`config.mk`:
```
export PLATFORM = sky130hd
export DESIGN_NAME = alu_logic_multicycle
export DESIGN_NICKNAME = d
export VERILOG_FILES = /design/src/rtl/alu_pkg.sv /design/src/rtl/logic_slice_16.sv /design/src/rtl/alu_logic_multicycle.sv
export SDC_FILE = /design/constraint.sdc
export NUM_CORES = 1
export LEC_CHECK = 0
export ABC_AREA = 1
export CAP_MARGIN = 5
export CORE_MARGIN = 2
export CORE_UTILIZATION = 40
export CTS_CLUSTER_SIZE = 30
export DETAILED_ROUTE_END_ITERATION = 16
export MAX_ROUTING_LAYER = met4
export SKIP_LAST_GASP = 1
export SYNTH_ARGS = -nofsm -noshare
export SYNTH_HDL_FRONTEND = slang
export SYNTH_SLANG_ARGS = --single-unit
```
`constraint.sdc`:
```
create_clock -name clk -period 7.9 [get_ports clk]
set_input_delay 1.58 -clock clk [delete_from_list [all_inputs] [get_ports clk]]
set_output_delay 1.58 -clock clk [all_outputs]
set_load 0.005 [all_outputs]
```
`src/rtl/alu_pkg.sv`:
```
// Shared definitions for the multi-cycle logic ALU: opcodes, default widths
// and the FSM state encoding.
package alu_pkg;

    localparam logic [1:0] OP_AND     = 2'b00;
    localparam logic [1:0] OP_OR      = 2'b01;
    localparam logic [1:0] OP_XOR     = 2'b10;
    localparam logic [1:0] OP_ILLEGAL = 2'b11;

    localparam int unsigned DATA_W_DEF  = 64;
    localparam int unsigned SLICE_W_DEF = 16;

    typedef enum logic [1:0] {
        ST_IDLE = 2'b00,
        ST_RUN  = 2'b01,
        ST_DONE = 2'b10
    } state_t;

endpackage

```
`src/rtl/logic_slice_16.sv`:
```
// Combinational AND/OR/XOR slice unit; yields zero for the illegal opcode
// and flags whether the slice result is nonzero.
module logic_slice_16
    import alu_pkg::*;
#(
    parameter int unsigned W = SLICE_W_DEF
) (
    input  logic [W-1:0] a,
    input  logic [W-1:0] b,
    input  logic [1:0]   op,
    output logic [W-1:0] y,
    output logic         nz
);

    logic [W-1:0] and_v;
    logic [W-1:0] or_v;
    logic [W-1:0] xor_v;

    assign and_v = a & b;
    assign or_v  = a | b;
    assign xor_v = a ^ b;

    always_comb begin
        y = '0;
        case (op)
            OP_AND:  y = and_v;
            OP_OR:   y = or_v;
            OP_XOR:  y = xor_v;
            default: y = '0;
        endcase
    end

    assign nz = |y;

endmodule

```
`src/rtl/alu_logic_multicycle.sv`:
```
// Multi-cycle logic unit: one SLICE_W-bit slice per cycle through a shared
// slice unit, with a valid/ready request and response handshake.
module alu_logic_multicycle
    import alu_pkg::*;
#(
    parameter int unsigned DATA_W  = DATA_W_DEF,
    parameter int unsigned SLICE_W = SLICE_W_DEF
) (
    input  logic              clk,
    input  logic              rst,
    input  logic              in_valid,
    output logic              in_ready,
    input  logic [DATA_W-1:0] in_a,
    input  logic [DATA_W-1:0] in_b,
    input  logic [1:0]        in_op,
    output logic              out_valid,
    input  logic              out_ready,
    output logic [DATA_W-1:0] out_result,
    output logic              out_zero,
    output logic              out_err
);

    localparam int unsigned NSLICE = DATA_W / SLICE_W;
    localparam int unsigned CNT_W  = (NSLICE > 1) ? $clog2(NSLICE) : 1;
    localparam logic [CNT_W-1:0] CNT_LAST = CNT_W'(NSLICE - 1);

    state_t              state_q, state_d;
    logic [CNT_W-1:0]    cnt_q, cnt_d;
    logic [DATA_W-1:0]   a_q, a_d;
    logic [DATA_W-1:0]   b_q, b_d;
    logic [1:0]          op_q, op_d;
    logic [DATA_W-1:0]   res_q, res_d;
    logic                nz_q, nz_d;

    logic [SLICE_W-1:0]  slice_a;
    logic [SLICE_W-1:0]  slice_b;
    logic [SLICE_W-1:0]  slice_y;
    logic                slice_nz;

    assign slice_a = a_q[cnt_q*SLICE_W +: SLICE_W];
    assign slice_b = b_q[cnt_q*SLICE_W +: SLICE_W];

    logic_slice_16 #(.W(SLICE_W)) u_slice (
        .a  (slice_a),
        .b  (slice_b),
        .op (op_q),
        .y  (slice_y),
        .nz (slice_nz)
    );

    always_comb begin
        state_d = state_q;
        cnt_d   = cnt_q;
        a_d     = a_q;
        b_d     = b_q;
        op_d    = op_q;
        res_d   = res_q;
        nz_d    = nz_q;
        case (state_q)
            ST_IDLE: begin
                if (in_valid && in_ready) begin
                    a_d     = in_a;
                    b_d     = in_b;
                    op_d    = in_op;
                    res_d   = '0;
                    nz_d    = 1'b0;
                    cnt_d   = '0;
                    state_d = ST_RUN;
                end
            end
            ST_RUN: begin
                res_d[cnt_q*SLICE_W +: SLICE_W] = slice_y;
                nz_d = nz_q | slice_nz;
                // Terminal count checked explicitly so non-power-of-two NSLICE works.
                if (cnt_q == CNT_LAST) begin
                    cnt_d   = '0;
                    state_d = ST_DONE;
                end else begin
                    cnt_d = cnt_q + 1'b1;
                end
            end
            ST_DONE: begin
                if (out_ready) begin
                    state_d = ST_IDLE;
                end
            end
            default: state_d = ST_IDLE;
        endcase
    end

    always_ff @(posedge clk or posedge rst) begin
        if (rst) begin
            state_q <= ST_IDLE;
            cnt_q   <= '0;
            a_q     <= '0;
            b_q     <= '0;
            op_q    <= '0;
            res_q   <= '0;
            nz_q    <= 1'b0;
        end else begin
            state_q <= state_d;
            cnt_q   <= cnt_d;
            a_q     <= a_d;
            b_q     <= b_d;
            op_q    <= op_d;
            res_q   <= res_d;
            nz_q    <= nz_d;
        end
    end

    // in_ready is masked by rst so it stays low for the whole reset pulse.
    assign in_ready   = (state_q == ST_IDLE) && !rst;
    assign out_valid  = (state_q == ST_DONE);
    assign out_result = res_q;
    assign out_zero   = (state_q == ST_DONE) && !nz_q;
    assign out_err    = (state_q == ST_DONE) && (op_q == OP_ILLEGAL);

endmodule

```
==> impl_metrics.json, run 1 <==
{
  "status": "complete, no violations",
  "arrival_ps": 2900,
  "yosysMostFrequentCell": "dfrtp_1",
  "drt_first_pass_iters": 7,
  "dieArea_sq_mm": 0.0257,
  "clkTransAtPathRegs_ps": 80,
  "ys_ff_latch": 199,
  "synth_edf_count": 0,
  "switching_share": 0.414,
  "synthArstFlopShare": 1.00,
  "ys_types": 33,
  "port_buffers": 201,
  "grt-ovfl-total": 0,
  "antenna_left": 0,
  "drc_errors": 0,
  "hold_viol_final": 0,
  "vdd_ir_drop_max_uv": 163,
  "core-area_sq_mm": 0.0242,
  "clkLatencyLatePin_ps": 440,
  "grt_pass1_vias": 7605,
  "grt_max_degree": 119,
  "grt_usage": 0.219,
  "reg2reg_from": "cnt_q[0]",
  "fin_crit_ps": 4480,
  "hold_depth": 2,
  "clock.fmax_mhz": 223,
  "antenna_found_initial": 6,
  "synth_area_per_cell_sq_um": 9.77,
  "finalSetupViolCount": 0,
  "powerDensity_mw_per_mm2": 375,
  "gp_congestion": 0.823,
  "hold_end": "out_result[48]",
  "cts_buffer_depth": 2,
  "r2r_slack_ps": 4280,
  "cts-hold-fix-buffers": 0,
  "sequentialPowerShare": 0.349,
  "tightest_slew_ps": 1120,
  "combPwrFrac": 0.463,
  "leakage_nw": 5.71,
  "slew_headroom": 0.252,
  "routed_wl_mm": 27.0,
  "tritoncts": "done",
  "synth_top_flop_cell": "dfrtp_1",
  "placed_area_sq_mm": 0.0120,
  "p_int_mw": 2.76,
  "power.total_mw": 4.72,
  "cts_resized": 0,
  "cts_buffers": 17,
  "root_buffer": "clkbuf_16",
  "critPathCaptureType": "output port",
  "fin_crit_sh": 0.568,
  "yosysTopAreaCellShare": 0.509,
  "synthTopCellsByArea": "dfrtp_1 (51%), mux2_2 (11%), inv_1 (6.3%)",
  "grt_first_pass_wirelength_mm": 41.9,
  "syn_nets": 1170,
  "power.switching_mw": 1.95,
  "die-height_um": 160,
  "drive_gt1_frac": 0.150,
  "fin_skew_ps": 11.6,
  "htreeDepth": 4,
  "post-route-util": 0.520,
  "avgRoutedWirePerCell_um": 17.8,
  "cts_setup_buffers": 0,
  "vias": 7541,
  "crit_type": "in2out",
  "cp_max_fo": 2,
  "r2r.worst_path.cells": 15,
  "tns_ps": 0,
  "yosysTopAreaCell": "dfrtp_1",
  "crit_path_start_kind": "input pin",
  "synth_cells": 1000,
  "report.final.slew_viol_count": 0,
  "maxCapViolCount": 0,
  "clock_sinks": 199,
  "seq_area_frac_synth": 0.509,
  "dp_hpwl_mm": 19.2,
  "nets": 1340,
  "rr_endpoint": "nz_q",
  "via_per_inst": 4.98,
  "drtIter0Drc": 452,
  "yosys_warnings": 0,
  "ios": 202,
  "synthTopCellsByCount": "dfrtp_1 (199), inv_1 (163), nand2_1 (134)",
  "worstPathRequired_ps": 6320,
  "die_w_um": 160,
  "synth.cell_area_sq_mm": 0.00977,
  "syn_to_final_growth_pct": 28.6,
  "hold_class": "reg2reg",
  "rsz0062_at_grt": "no",
  "min_from": "out_result[48]",
  "rows": 57,
  "p_clk_frac": 0.188,
  "start_util": 0.404,
  "fin_area_sq_mm": 0.0126
}
==> power groups by stage <==
| stage | Sequential [mW] | Combinational (mW) | Clock, mW |
|---|---|---|---|
| 3_3_place_gp | 1.66 | 2.14 | 0 |
| 5_1_grt | 1.70 | 2.45 | 0.940 |
| 3_5_place_dp | 1.66 | 2.19 | 0 |
| 6_report | 1.64 | 2.18 | 0.886 |
| 4_1_cts | 1.64 | 2.21 | 0.901 |
| 2_1_floorplan | 1.58 | 1.52 | 0 |
==> sequential cells by signal (all words and copies together) (netlist names) <==
| register | flops |
|---|---|
| a_q | 64 |
| b_q | 64 |
| cnt_q | 2 |
| nz_q | 1 |
| op_q | 2 |
| out_result | 64 |
| state_q | 2 |
==> critical path, cell delays in order <==
cell	delay (ps)
clkdlybuf4s50_1	520
nor3_2	250
clkdlybuf4s50_1	560
==> routing by layer <==
metal,up-vias,share of wire,GRT usage
li1,3635,-,-
met1,3642,0.45,0.279
met2,234,0.48,0.355
met3,30,0.056,0.0478
met4,0,0.021,0.0635
met5,-,0,-
==> per-stage QoR <==
stage / hold slack (ps) / std cells / worst slack (ps)
finish: 486 / 1513 / 3420
global route: 517 / 1513 / 3370
CTS: 491 / 1507 / 3400
floorplan: 472 / 1000 / 894
global placement: 468 / 1475 / 3410
detailed placement: 474 / 1475 / 3400
==> cell type report <==
class / instances / area [sq um]
inverter: 166 / 631
clock inverter: 13 / 145
timing repair buffer: 207 / 2060
antenna: 6 / 15.0
sequential: 199 / 4980
clock buffer: 19 / 443
fill: 2233 / 11600
tap: 324 / 405
multi-input combinational: 579 / 3890
==> cell families after synthesis <==
group           count (synthesis)  share of synthesized area
compound gates                185                      0.130
flops                         199                      0.509
mux                            98                      0.114
simple gates                  260                      0.108
buf+inv                       222                     0.0929
fa+ha+maj                      36                     0.0461
==> layout by cell type (no fill, tap or decap), types with 2 or more instances in the layout <==
master and n:
a21oi_1 35, a21oi_2 29, a21oi_4 2, a32oi_1 32, buf_4 6, bufinv_16 2
clkbuf_16 17, clkdlybuf4s50_1 201, clkinv_2 4, clkinv_4 2, dfrtp_1 198, diode_2 6
ha_1 36, inv_1 161, inv_2 3, inv_6 2, inv_8 3, mux2_2 96
mux2_4 2, nand2_1 133, nand2_2 2, nand3_1 33, nand3b_1 2, nor2_1 83
o211ai_1 3, o21ai_0 30, o21ai_1 5, o22ai_1 33, o31ai_1 16
==> worst max path at each step <==
stage	start	to	slack [ps]	cells after the start
finish	rst	in_ready	3420	3
floorplan	rst	a_q[0]	890	1
detailed placement	rst	in_ready	3400	3
global placement	rst	in_ready	3410	3
global route	rst	in_ready	3370	3
CTS	rst	in_ready	3400	3
Power figures use the tool's default switching activity.
==> inputs of run 2 (changes only) <==
==> constraint.sdc (replaced) <==
create_clock -name clk -period 4.65 [get_ports clk]
set_input_delay 0.93 -clock clk [delete_from_list [all_inputs] [get_ports clk]]
set_output_delay 0.93 -clock clk [all_outputs]
set_load 0.005 [all_outputs]
==> run 2 against run 1 <==
  * Routed wire length shrank 1.0%
  * Global-route usage shrank 0.16 points
  * Largest cell class unchanged
  * Clock power grew 64%
  * Combinational power grew 72%
  * Non-clock buffer count grew 4
  * Clock skew shrank 1.6 ps
  * Sequential power grew 68%
  * Utilization grew 0.11 points
  * Register-to-register slack lost 2700 ps
  * Critical endpoint unchanged
  * Largest power group unchanged
  * Setup slack lost 1900 ps
==> impl_metrics.json, run 2 (synthesis results as in run 1) <==
{
  "cp_max_fo": 2,
  "tritoncts": "done",
  "fin_crit_sh": 0.667,
  "antenna_left": 0,
  "drtIter0Drc": 466,
  "powerDensity_mw_per_mm2": 632,
  "vias": 7540,
  "cts_buffers": 17,
  "dp_cells": 1479,
  "htreeDepth": 4,
  "post-route-util": 0.521,
  "seq_area_sq_mm": 0.00498,
  "root_buffer": "clkbuf_16",
  "mostFrequentLayoutCells": "clkdlybuf4s50_1 (201), dfrtp_1 (198), inv_1 (161)",
  "clkTransAtPathRegs_ps": 70,
  "start_util": 0.404,
  "fin_skew_ps": 10.0,
  "leakage_nw": 5.72,
  "port_buffers": 201,
  "drc_errors": 0,
  "fin_area_sq_mm": 0.0126,
  "via_per_inst": 4.98,
  "drt_first_pass_iters": 4,
  "worst_slack_ps": 1550,
  "nets": 1344,
  "drive_gt1_frac": 0.151,
  "avgRoutedWirePerCell_um": 17.7,
  "clock_sinks": 199,
  "dp_slack_ps": 1530,
  "crit_path_start_kind": "input pin",
  "tns_ps": 0,
  "rsz0062_at_grt": "no",
  "grt_usage": 0.218,
  "cts_buffer_depth": 2,
  "die-height_um": 160,
  "cts-hold-fix-buffers": 0,
  "gp_congestion": 0.795,
  "clock.fmax_mhz": 323,
  "fin_crit_ps": 3100,
  "vdd_ir_drop_max_uv": 333,
  "dp_hpwl_mm": 19.4,
  "core-area_sq_mm": 0.0242,
  "fin_cells": 1513,
  "hold_class": "reg2reg",
  "arrival_ps": 2170,
  "hold_viol_final": 0,
  "power.total_mw": 7.97,
  "critPathCaptureType": "output port",
  "status": "complete, no violations",
  "timing.hold.ws_ps": 485,
  "cts_setup_buffers": 0,
  "die_w_um": 160,
  "placed_area_sq_mm": 0.0120,
  "crit_type": "in2out",
  "syn_to_final_growth_pct": 28.9,
  "dieArea_sq_mm": 0.0257,
  "grt-ovfl-total": 0,
  "ios": 202,
  "worstPathRequired_ps": 3720,
  "report.final.slew_viol_count": 0,
  "mostFrequentLayoutCell": "clkdlybuf4s50_1",
  "cts_resized": 0,
  "tightest_slew_ps": 1140,
  "n_fill_cell": 2246,
  "slew_headroom": 0.239,
  "maxCapViolCount": 0,
  "clkLatencyLatePin_ps": 440,
  "grt_pass1_vias": 7487,
  "multi_input_area_sq_mm": 0.00389,
  "grt_first_pass_wirelength_mm": 41.6,
  "antenna_found_initial": 3,
  "finalSetupViolCount": 0,
  "routed_wl_mm": 26.7,
  "grt_max_degree": 164,
  "rows": 57
}
==> run 2: critical path: stages <==
cell and delay, ps:
clkdlybuf4s50_1 470, nor3_2 220, clkdlybuf4s50_1 550
==> run 2: final timing paths <==
kind	from	end	slack [ps]	cells after the start
min reg2reg	out_result[61]	out_result[61]	480	2
min	out_result[61]	out_result[61]	480	2
max reg2reg	cnt_q[0]	nz_q	1630	14
min in group asynchronous	rst	out_result[12]	1010	2
max in group asynchronous	rst	b_q[56]	2710	3
max	rst	in_ready	1550	3
==> run 2: power by group <==
| part | switching, mW | internal [mW] | leakage, nW | total, mW |
|---|---|---|---|---|
| clock | 0.667 | 0.787 | 0.269 | 1.45 |
| combinational | 2.27 | 1.48 | 2.99 | 3.75 |
| sequential | 0.352 | 2.41 | 2.46 | 2.76 |
| total | 3.29 | 4.68 | 5.72 | 7.97 |
==> run 2: area by class of cell <==
cell class / count / area share
inverters: 166 / 0.0497
flip-flops and latches: 199 / 0.395
diodes: 5 / 0.000993
repair buffers: 211 / 0.169
clock inverters: 11 / 0.00993
well taps: 324 / 0.0322
multi-input cells: 579 / 0.309
clock buffers: 18 / 0.0341
==> run 2: routing by layer <==
layer / track usage / routed length (um) / vias up
li1: - / - / 3636
met1: 0.273 / 11700 / 3645
met2: 0.352 / 12700 / 235
met3: 0.0604 / 1940 / 24
met4: 0.0536 / 400 / 0
met5: - / 0 / -
